## src/rtl/mem_pkg.sv

```systemverilog
// Shared definitions for the load/store unit and its data-memory interface.
// Holds the RV32I load/store funct3 encodings (stores reuse the LB/LH/LW
// values), byte-enable constants, the top of the data memory, the LSU state
// type and two small request-decode helpers.
package mem_pkg;

   localparam logic [2:0] F3_LB  = 3'b000;
   localparam logic [2:0] F3_LH  = 3'b001;
   localparam logic [2:0] F3_LW  = 3'b010;
   localparam logic [2:0] F3_LBU = 3'b100;
   localparam logic [2:0] F3_LHU = 3'b101;

   localparam logic [3:0] BE_NONE = 4'b0000;
   localparam logic [3:0] BE_BYTE = 4'b0001;
   localparam logic [3:0] BE_HALF = 4'b0011;
   localparam logic [3:0] BE_WORD = 4'b1111;

   localparam logic [31:0] DMEM_TOP_ADDR = 32'h0001_FFFF;

   typedef enum logic [1:0] {
      ST_IDLE    = 2'd0,
      ST_ISSUE   = 2'd1,
      ST_CAPTURE = 2'd2
   } lsu_state_e;

   // Stores only exist in signed-looking encodings (SB/SH/SW); unsigned forms are load-only.
   function automatic logic funct3_legal(input logic we, input logic [2:0] f3);
      logic ok;
      case (f3)
         F3_LB, F3_LH, F3_LW: ok = 1'b1;
         F3_LBU, F3_LHU:      ok = ~we;
         default:             ok = 1'b0;
      endcase
      return ok;
   endfunction

   // Access size in bytes minus one; also the last byte index of a split access.
   function automatic logic [1:0] size_m1(input logic [2:0] f3);
      logic [1:0] s;
      case (f3[1:0])
         2'b00:   s = 2'd0;
         2'b01:   s = 2'd1;
         2'b10:   s = 2'd3;
         default: s = 2'd0;
      endcase
      return s;
   endfunction

endpackage

```

## src/rtl/load_extend.sv

```systemverilog
// Combinational load-result extension.
// Ports: raw    - little-endian assembled load data, right-justified
//        funct3 - load funct3 selecting width and signedness
//        result - sign- (LB/LH) or zero- (LBU/LHU) extended value; LW passes through
module load_extend
   import mem_pkg::*;
(
   input  logic [31:0] raw,
   input  logic [2:0]  funct3,
   output logic [31:0] result
);

   // Select the width and fill bits of the returned value
   always_comb begin
      case (funct3)
         F3_LB:   result = {{24{raw[7]}}, raw[7:0]};
         F3_LH:   result = {{16{raw[15]}}, raw[15:0]};
         F3_LBU:  result = {24'h00_0000, raw[7:0]};
         F3_LHU:  result = {16'h0000, raw[15:0]};
         default: result = raw;
      endcase
   end

endmodule

```

## src/rtl/load_store_unit.sv

```systemverilog
// RV32I load/store unit driving a byte-addressed, synchronous-read data memory.
// Aligned accesses go out as one memory access; misaligned halfwords/words are
// split into ascending single-byte accesses and reassembled little-endian.
// Ports: clk, rst (async, active-high)
//        req_*  - request handshake from the pipeline (ready only when idle)
//        resp_* - registered one-cycle completion with data/misaligned/error
//        mem_*  - data memory address, write enable/data, byte enables, read data
module load_store_unit
   import mem_pkg::*;
(
   input  logic        clk,
   input  logic        rst,
   input  logic        req_valid_i,
   output logic        req_ready_o,
   input  logic        req_we_i,
   input  logic [2:0]  req_funct3_i,
   input  logic [31:0] req_addr_i,
   input  logic [31:0] req_wdata_i,
   output logic        resp_valid_o,
   output logic [31:0] resp_rdata_o,
   output logic        resp_misaligned_o,
   output logic        resp_err_o,
   output logic [31:0] mem_addr_o,
   output logic        mem_wr_en_o,
   output logic [31:0] mem_wr_data_o,
   output logic [3:0]  mem_byte_en_o,
   input  logic [31:0] mem_rd_data_i
);

   lsu_state_e  state_r;
   logic        ready_r;
   logic        we_r;
   logic [2:0]  f3_r;
   logic [31:0] addr_r;
   logic [31:0] wdata_r;
   logic        split_r;
   logic        err_r;
   logic [1:0]  k_r;
   logic [1:0]  last_k_r;
   logic [31:0] hold_r;

   logic [31:0] mem_addr_r;
   logic        mem_wr_en_r;
   logic [31:0] mem_wr_data_r;
   logic [3:0]  mem_byte_en_r;
   logic        resp_valid_r;
   logic [31:0] resp_rdata_r;
   logic        resp_mis_r;
   logic        resp_err_r;

   logic [32:0] last_byte_s;
   logic        legal_s;
   logic        split_s;
   logic [1:0]  last_k_s;
   logic [3:0]  be_s;
   logic [1:0]  k_next_s;
   logic [31:0] assembled_s;
   logic [31:0] ext_s;

   // Byte k of the right-justified store data, placed in lane 0 for split writes.
   function automatic logic [7:0] byte_sel(input logic [31:0] w, input logic [1:0] k);
      logic [7:0] b;
      case (k)
         2'd0:    b = w[7:0];
         2'd1:    b = w[15:8];
         2'd2:    b = w[23:16];
         2'd3:    b = w[31:24];
         default: b = w[7:0];
      endcase
      return b;
   endfunction

   // Decode the presented request: legality, range and split shape
   always_comb begin
      // 33-bit sum so addresses near 2^32 cannot wrap back into range
      last_byte_s = {1'b0, req_addr_i} + {31'b0, size_m1(req_funct3_i)};
      if (funct3_legal(req_we_i, req_funct3_i) && (last_byte_s <= {1'b0, DMEM_TOP_ADDR})) begin
         legal_s = 1'b1;
      end else begin
         legal_s = 1'b0;
      end
      case (req_funct3_i[1:0])
         2'b01: begin
            be_s    = BE_HALF;
            split_s = req_addr_i[0];
         end
         2'b10: begin
            be_s    = BE_WORD;
            split_s = (req_addr_i[1:0] != 2'b00);
         end
         default: begin
            be_s    = BE_BYTE;
            split_s = 1'b0;
         end
      endcase
      if (split_s) begin
         last_k_s = size_m1(req_funct3_i);
      end else begin
         last_k_s = 2'd0;
      end
   end

   // Merge the byte captured this cycle into the holding register
   always_comb begin
      k_next_s    = k_r + 2'd1;
      assembled_s = hold_r;
      if (split_r) begin
         assembled_s[{k_r, 3'b000} +: 8] = mem_rd_data_i[7:0];
      end else begin
         assembled_s = mem_rd_data_i;
      end
   end

   load_extend u_load_extend (
      .raw    (assembled_s),
      .funct3 (f3_r),
      .result (ext_s)
   );

   // Control FSM with registered memory and response outputs
   always_ff @(posedge clk or posedge rst) begin
      if (rst) begin
         state_r       <= ST_IDLE;
         ready_r       <= 1'b1;
         we_r          <= 1'b0;
         f3_r          <= 3'b000;
         addr_r        <= 32'h0000_0000;
         wdata_r       <= 32'h0000_0000;
         split_r       <= 1'b0;
         err_r         <= 1'b0;
         k_r           <= 2'd0;
         last_k_r      <= 2'd0;
         hold_r        <= 32'h0000_0000;
         mem_addr_r    <= 32'h0000_0000;
         mem_wr_en_r   <= 1'b0;
         mem_wr_data_r <= 32'h0000_0000;
         mem_byte_en_r <= BE_NONE;
         resp_valid_r  <= 1'b0;
         resp_rdata_r  <= 32'h0000_0000;
         resp_mis_r    <= 1'b0;
         resp_err_r    <= 1'b0;
      end else begin
         // Memory strobes and the response pulse last a single cycle unless re-armed below
         resp_valid_r  <= 1'b0;
         mem_wr_en_r   <= 1'b0;
         mem_byte_en_r <= BE_NONE;
         case (state_r)
            ST_IDLE: begin
               if (req_valid_i) begin
                  ready_r  <= 1'b0;
                  we_r     <= req_we_i;
                  f3_r     <= req_funct3_i;
                  addr_r   <= req_addr_i;
                  wdata_r  <= req_wdata_i;
                  split_r  <= split_s;
                  last_k_r <= last_k_s;
                  k_r      <= 2'd0;
                  hold_r   <= 32'h0000_0000;
                  if (legal_s) begin
                     err_r         <= 1'b0;
                     state_r       <= ST_ISSUE;
                     mem_addr_r    <= req_addr_i;
                     mem_wr_en_r   <= req_we_i;
                     mem_byte_en_r <= split_s ? BE_BYTE : be_s;
                     mem_wr_data_r <= split_s ? {24'h00_0000, req_wdata_i[7:0]} : req_wdata_i;
                  end else begin
                     // Rejected requests pass through CAPTURE once without touching memory
                     err_r   <= 1'b1;
                     state_r <= ST_CAPTURE;
                  end
               end else begin
                  ready_r <= 1'b1;
               end
            end
            ST_ISSUE: begin
               state_r <= ST_CAPTURE;
            end
            ST_CAPTURE: begin
               if (err_r) begin
                  state_r      <= ST_IDLE;
                  ready_r      <= 1'b1;
                  resp_valid_r <= 1'b1;
                  resp_rdata_r <= 32'h0000_0000;
                  resp_mis_r   <= 1'b0;
                  resp_err_r   <= 1'b1;
               end else if (k_r == last_k_r) begin
                  hold_r       <= assembled_s;
                  state_r      <= ST_IDLE;
                  ready_r      <= 1'b1;
                  resp_valid_r <= 1'b1;
                  resp_rdata_r <= we_r ? 32'h0000_0000 : ext_s;
                  resp_mis_r   <= split_r;
                  resp_err_r   <= 1'b0;
               end else begin
                  hold_r        <= assembled_s;
                  k_r           <= k_next_s;
                  state_r       <= ST_ISSUE;
                  mem_addr_r    <= addr_r + {30'b0, k_next_s};
                  mem_wr_en_r   <= we_r;
                  mem_byte_en_r <= BE_BYTE;
                  mem_wr_data_r <= {24'h00_0000, byte_sel(wdata_r, k_next_s)};
               end
            end
            default: begin
               state_r <= ST_IDLE;
               ready_r <= 1'b1;
            end
         endcase
      end
   end

   assign req_ready_o       = ready_r;
   assign resp_valid_o      = resp_valid_r;
   assign resp_rdata_o      = resp_rdata_r;
   assign resp_misaligned_o = resp_mis_r;
   assign resp_err_o        = resp_err_r;
   assign mem_addr_o        = mem_addr_r;
   assign mem_wr_en_o       = mem_wr_en_r;
   assign mem_wr_data_o     = mem_wr_data_r;
   assign mem_byte_en_o     = mem_byte_en_r;

endmodule

```

## config.mk

```make
export PLATFORM = sky130hd
export DESIGN_NAME = load_store_unit
export DESIGN_NICKNAME = d
export VERILOG_FILES = /design/src/rtl/mem_pkg.sv /design/src/rtl/load_extend.sv /design/src/rtl/load_store_unit.sv
export SDC_FILE = /design/constraint.sdc
export NUM_CORES = 1
export LEC_CHECK = 0
export CELL_PAD_IN_SITES_DETAIL_PLACEMENT = 2
export CELL_PAD_IN_SITES_GLOBAL_PLACEMENT = 2
export CORE_MARGIN = 3
export CORE_UTILIZATION = 32
export CTS_BUF_LIST = sky130_fd_sc_hd__clkbuf_4
export DETAILED_ROUTE_END_ITERATION = 10
export GPL_ROUTABILITY_DRIVEN = 0
export MAX_ROUTING_LAYER = met4
export PLACE_DENSITY = 0.92
export SYNTH_ARGS = -nofsm -noshare
export SYNTH_HDL_FRONTEND = slang
export SYNTH_SLANG_ARGS = --single-unit
```

## constraint.sdc

```tcl
create_clock -name clk -period 8.8 [get_ports clk]
set_input_delay 0.88 -clock clk [delete_from_list [all_inputs] [get_ports clk]]
set_output_delay 0.88 -clock clk [all_outputs]
set_load 0.01 [all_outputs]
```

# == After elaboration in Yosys (flattened, before gate mapping) ==
# Cells that the tools add are included.
# word_totals
latchBits,0
mem_bits_rw,0
out_inout_bits,105
inputBits,103
ff_bits,213
mem_bits_ro,0
wordCells,123
memories,0
# op_classes
multipliers,0
div_mod_pow,0
reduce_logical,16
magnitude_cmp,1
n_bitwise,2
n_shift,2
eq_ne,20
n_addsub,4
n_mux,59
# op_table
cell,count
$mux 32,15
$pmux 32 s2,3
$pmux 32 s4,1
$add 32x2->33,1
$le 33x17->1 const B,1
$add 32x2->32,1
$bwmux 32,1
$pmux 8 s4,1
$shift 8x7->32 const A,1
$shiftx 8x7->32,1
$mux 1,20
$pmux 4 s2,2
$eq 3x3->1 const B,4
$mux 2,6
$mux 4,3
$eq 2x2->1 const B,4
$ne 2x2->1 const B,4
$pmux 2 s2,2
$neg 5->7,1
$eq 2x1->1 const B,3
$eq 3x1->1 const B,2
$logic_not 3->1,2
$pmux 1 s2,3
$pmux 2 s3,1
15 further kinds,21

# == Longest topological paths before layout ==
# logic_depth
depth_word,9
ltp_mapped,14
ltp_nobuf,12

# == By module ==
# From an unflattened synthesis, not the netlist that was laid out.
# unflattened
cells_unflattened,1217
hier_area_um2,10903.0
# modules_own_cells
mod,seq_area_each_um2,cells_per_inst,area_per_inst_um2,instances
load_store_unit,5281.3,1150,10547.6,1
load_extend,0.0,67,355.3,1

# == Worst setup path before layout ==
# Ideal clock, no wire load.
# synth_path
path_kind,input to register
start,input port req_funct3_i[0]
end,"register mem_addr_r[0], in the netlist mem_addr_o[0]"
path_buffers,2
path_slack_ns,5.035
stages,13
arrival_time_ns,3.637
setup_ns,0.128
t_required_ns,8.672
path_cell_list,inv_1 > ha_1 > ha_1 > inv_1 > fa_1 > nor3_1 > nand3_1 > mux2i_1 > nand4_1 > o31a_1 > buf_2 > buf_2 > mux2_1
# synth_via
elab_chain_cells,8
elab_cells_between_ends,17
classes_between,add/sub: 1; order compare: 1; eq/ne: 7; mux: 3; reduce/logical: 5
# synth_lines
item,line_no,text
from (decl),load_store_unit.sv:16,"input logic [2:0] req_funct3_i,"
$eq 2x2->1 or $eq 2x1->1 (tied branches),mem_pkg.sv:40,case (f3[1:0])
$pmux 2 s2,mem_pkg.sv:40,
$add 32x2->33,load_store_unit.sv:76,"last_byte_s = {1'b0, req_addr_i} + {31'b0, size_m1(req_funct3_i)};"
$le 33x17->1,load_store_unit.sv:77,"if (funct3_legal(req_we_i, req_funct3_i) && (last_byte_s <= {1'b0, DMEM_TOP_ADDR})) begin"
$logic_and 1x1->1 (*),load_store_unit.sv:77,
$mux 1 (*),load_store_unit.sv:77,
$ne 2x2->1 (no source line) (*),--,
$reduce_and 5->1 (no source line) (*),--,
to (signal assigned),load_store_unit.sv:162,mem_addr_r <= req_addr_i;
to (signal assigned),load_store_unit.sv:198,"mem_addr_r <= addr_r + {30'b0, k_next_s};"
to (decl),load_store_unit.sv:42,logic [31:0] mem_addr_r;
# Mark *: on every way between the ends. The rest lies on a longest branch, timed or not.
# A chain may end at the register's enable or synchronous reset.

# == Worst setup path in the final report ==
# layout_path
start,input port req_funct3_i[1]
end,"register mem_addr_r[3], in the netlist mem_addr_o[3]"
# The elaborated chain is that of the path after synthesis.

==> qor.txt <==
====================================================================================
Clk_skew                                                                     55.5 ps
Overflow left after global routing                                                 0
Post-CTS setup buffers                                                             0
Synth Instances                                                                1,094
Wire length of the first global-routing pass                               58,900 µm
Sequential fraction of the synthesis area                                      52.1%
WL/cell                                                                      21.1 µm
Worst-skew pair later-pin latency                                             710 ps
Most used DFF post-synth                                                sky130_fd_sc_hd__dfrtp_1
Count of flip-flops with a built-in enable after synthesis                         0
Via total after detailed routing                                               9,302
Number of clock sinks                                                            211
TritonCTS clock tree                                                           built
Dominant cells by area after synthesis                                  sky130_fd_sc_hd__dfrtp_1, sky130_fd_sc_hd__nand2_1, sky130_fd_sc_hd__a22o_1
Vias per Instance                                                               5.30
Largest net degree at the start of global routing                                134
Vertical die dimension                                                        184 µm
Count of hold-fix buffers inserted at cts                                          0
Number of buffers added by the clock tree synthesis step                          60
Net Count, Synth                                                               1,212
Yosys top cell area share                                                      51.8%
Buffer type at the clock tree root                                      sky130_fd_sc_hd__clkbuf_4
CP Data Required Time                                                        9390 ps
Unrepaired setup endpoints after global routing                                   no
Max_slew headroom                                                              30.8%
Total power after layout                                                     2.43 mW
Cell type with the largest total area after synthesis                   sky130_fd_sc_hd__dfrtp_1
Synthesized cell area                                                     10,100 µm²
Result of the run                                                       complete, no violations
Routed Wire Length                                                         37,100 µm
Count of yosys warnings during synthesis                                           0
Area of the core region                                                   30,900 µm²
Total count of hold-check failures in the final report                             0
Number of distinct library cells after synthesis                                  53
Setup Crit Path Kind                                                          in2reg
Initial Utilization                                                            32.8%
Final HPWL from detailed placement                                         25,700 µm
Data arrival time of the critical path                                       5250 ps
Total power density per cell area                                         181 nW/µm²
Slew at the pin closest to its max-slew limit                                1040 ps
Number of I/O port buffers                                                       207
Hold path cells                                                                    2
DRT iter0 DRCs                                                                   474
Number of remaining DRC errors                                                     0
Vias in the first global route                                                10,300
Startpoint type of the worst setup path                                 primary input
Synthesized area per cell                                                   9.27 µm²
Critical Path End Type                                                          flop
Max_cap viols                                                                      0
Floorplan row count                                                               64
Setup TNS                                                                       0 ps
Total leakage power                                                          6.01 nW
Initial DRT Pass Iterations                                                        8
Fraction of final layout cells sized beyond drive strength 1                   10.1%
Type of the worst min-delay path                                             reg2reg
P&R area growth vs syn                                                         31.9%
Maximum clock frequency                                                      214 MHz
Residual antenna-violating net count after detailed routing                        0
Die area                                                                  33,900 µm²
Finish-stage setup viols                                                           0
Number of antenna violations at the first check in global routing                  3
Io pins                                                                          208
Worst ir drop on vdd                                                     0.0000934 V
Number of flip-flops and latches in the synthesized netlist                      211
Number of buffers between clock root and the deepest sink                          3
Clock Pin Slew Worst Setup and Hold Paths                                      60 ps
Chip Width                                                                    184 µm
Largest fanout on the critical path                                               51
Post_cts resized                                                                   0
Depth of the worst register-to-register path                                      10
Slew Viols, Final                                                                  0
Maximum level of the CTS H-tree                                                    2
Post-layout net count                                                          1,425
Overall global routing resource usage                                          22.5%
Final min period                                                             4660 ps
Proportion of synthesized flip-flops having asynchronous set or reset           100%
Tcrit/Tclk final                                                               53.0%
====================================================================================
through the flow:
step	hold slack [ps]	instance area [µm²]	cells	util [%]	setup slack [ps]
detailed placement	463	12600	1641	40.7	3520
CTS	476	13400	1752	43.3	4240
floorplan	442	10100	1094	-	2160
global placement	455	12600	1641	40.7	3800
finish	475	13400	1755	43.3	4140
global route	497	13400	1755	43.3	3970
kinds of logic after synthesis:
family	after synthesis	synth area share, %
compound gates	253	16.3
xor+xnor	35	3.02
fa+ha+maj	15	2.00
buf+inv	86	3.29
flops	211	52.1
mux	27	2.98
simple gates	467	20.3
layout by cell type, fill, tap and decap left out, drive strengths merged, types with 26 or more instances in the layout:
cell,synthesis,routed
nor2,33,33
dfrtp,210,210
a22o,68,68
o21ai,89,89
clkbuf,45,93
nand2,313,313
mux2,26,26
clkdlybuf4s50,0,207
nor2b,28,28
a21oi,58,58
per-layer routing:
metal / share of wire (%) / track usage, %
met5: 0 / -
met4: 2.7 / 6.65
met3: 4.3 / 3.64
met2: 49 / 37.4
met1: 44 / 28.4
final timing paths:
path                                  from          endpoint  slack (ps)
min reg2reg                     hold_r[20]        hold_r[20]         480
max in group asynchronous              rst       wdata_r[24]        6370
max                        req_funct3_i[1]     mem_addr_o[3]        4140
min                             hold_r[20]        hold_r[20]         480
max reg2reg                         k_r[0]    mem_addr_o[27]        4980
min in group asynchronous              rst  resp_rdata_o[30]         710
cells in the mapped netlist, types with 2 or more instances:
master	number
sky130_fd_sc_hd__mux2_2	15
sky130_fd_sc_hd__a21o_1	15
sky130_fd_sc_hd__or2_2	2
sky130_fd_sc_hd__a311o_1	2
sky130_fd_sc_hd__dfrtp_1	210
sky130_fd_sc_hd__nor2b_1	28
sky130_fd_sc_hd__clkbuf_1	45
sky130_fd_sc_hd__nand2_1	313
sky130_fd_sc_hd__nor4b_1	2
sky130_fd_sc_hd__fa_1	2
sky130_fd_sc_hd__o21ai_0	88
sky130_fd_sc_hd__nor3_1	14
sky130_fd_sc_hd__or3_1	2
sky130_fd_sc_hd__nand4_1	19
sky130_fd_sc_hd__mux2_1	11
sky130_fd_sc_hd__ha_1	13
sky130_fd_sc_hd__or4_1	3
sky130_fd_sc_hd__a222oi_1	8
sky130_fd_sc_hd__and4_1	3
sky130_fd_sc_hd__nor2_1	33
sky130_fd_sc_hd__a22oi_1	2
sky130_fd_sc_hd__buf_1	16
sky130_fd_sc_hd__nor3b_1	2
sky130_fd_sc_hd__nand2b_1	6
sky130_fd_sc_hd__a211o_1	3
sky130_fd_sc_hd__nand3_1	13
sky130_fd_sc_hd__xnor2_1	13
sky130_fd_sc_hd__nor4_1	13
sky130_fd_sc_hd__xor2_1	22
sky130_fd_sc_hd__buf_2	6
sky130_fd_sc_hd__a21oi_1	58
sky130_fd_sc_hd__a22o_1	68
sky130_fd_sc_hd__and2_1	3
sky130_fd_sc_hd__inv_1	18
sky130_fd_sc_hd__and3_1	5
state kept, by name, summed over array words and instances (netlist names), 3 cells and up:
signal         cells
f3_r               3
mem_byte_en_o      3
resp_rdata_o      32
mem_wr_data_o     32
mem_addr_o        32
addr_r            32
wdata_r           32
hold_r            32
critical path, cell delays in order:
cell,delay [ps]
sky130_fd_sc_hd__clkdlybuf4s50_1,660
sky130_fd_sc_hd__inv_1,120
sky130_fd_sc_hd__ha_1,350
sky130_fd_sc_hd__ha_1,200
sky130_fd_sc_hd__inv_1,60
sky130_fd_sc_hd__fa_1,450
sky130_fd_sc_hd__nor3_1,500
sky130_fd_sc_hd__nand3_1,190
sky130_fd_sc_hd__mux2i_1,190
sky130_fd_sc_hd__nand4_1,190
sky130_fd_sc_hd__o31a_2,380
sky130_fd_sc_hd__buf_4,590
sky130_fd_sc_hd__mux2_2,410
cell type report:
cell class,instances,area (µm²)
fill,3343,17500
sequential,211,5280
multi-input combinational,797,4560
timing repair buffer,219,2160
clock buffer,93,698
tap,396,495
clock inverter,18,104
inverter,18,75.1
antenna,3,7.51
report_power, final:
group	switching [mW]	internal (mW)	total [mW]	leakage (nW)
combinational	0.259	0.141	0.399	2.86
clock	0.451	0.510	0.961	0.473
sequential	0.0515	1.02	1.07	2.68
Note: power is estimated with default switching activity, not from simulation.
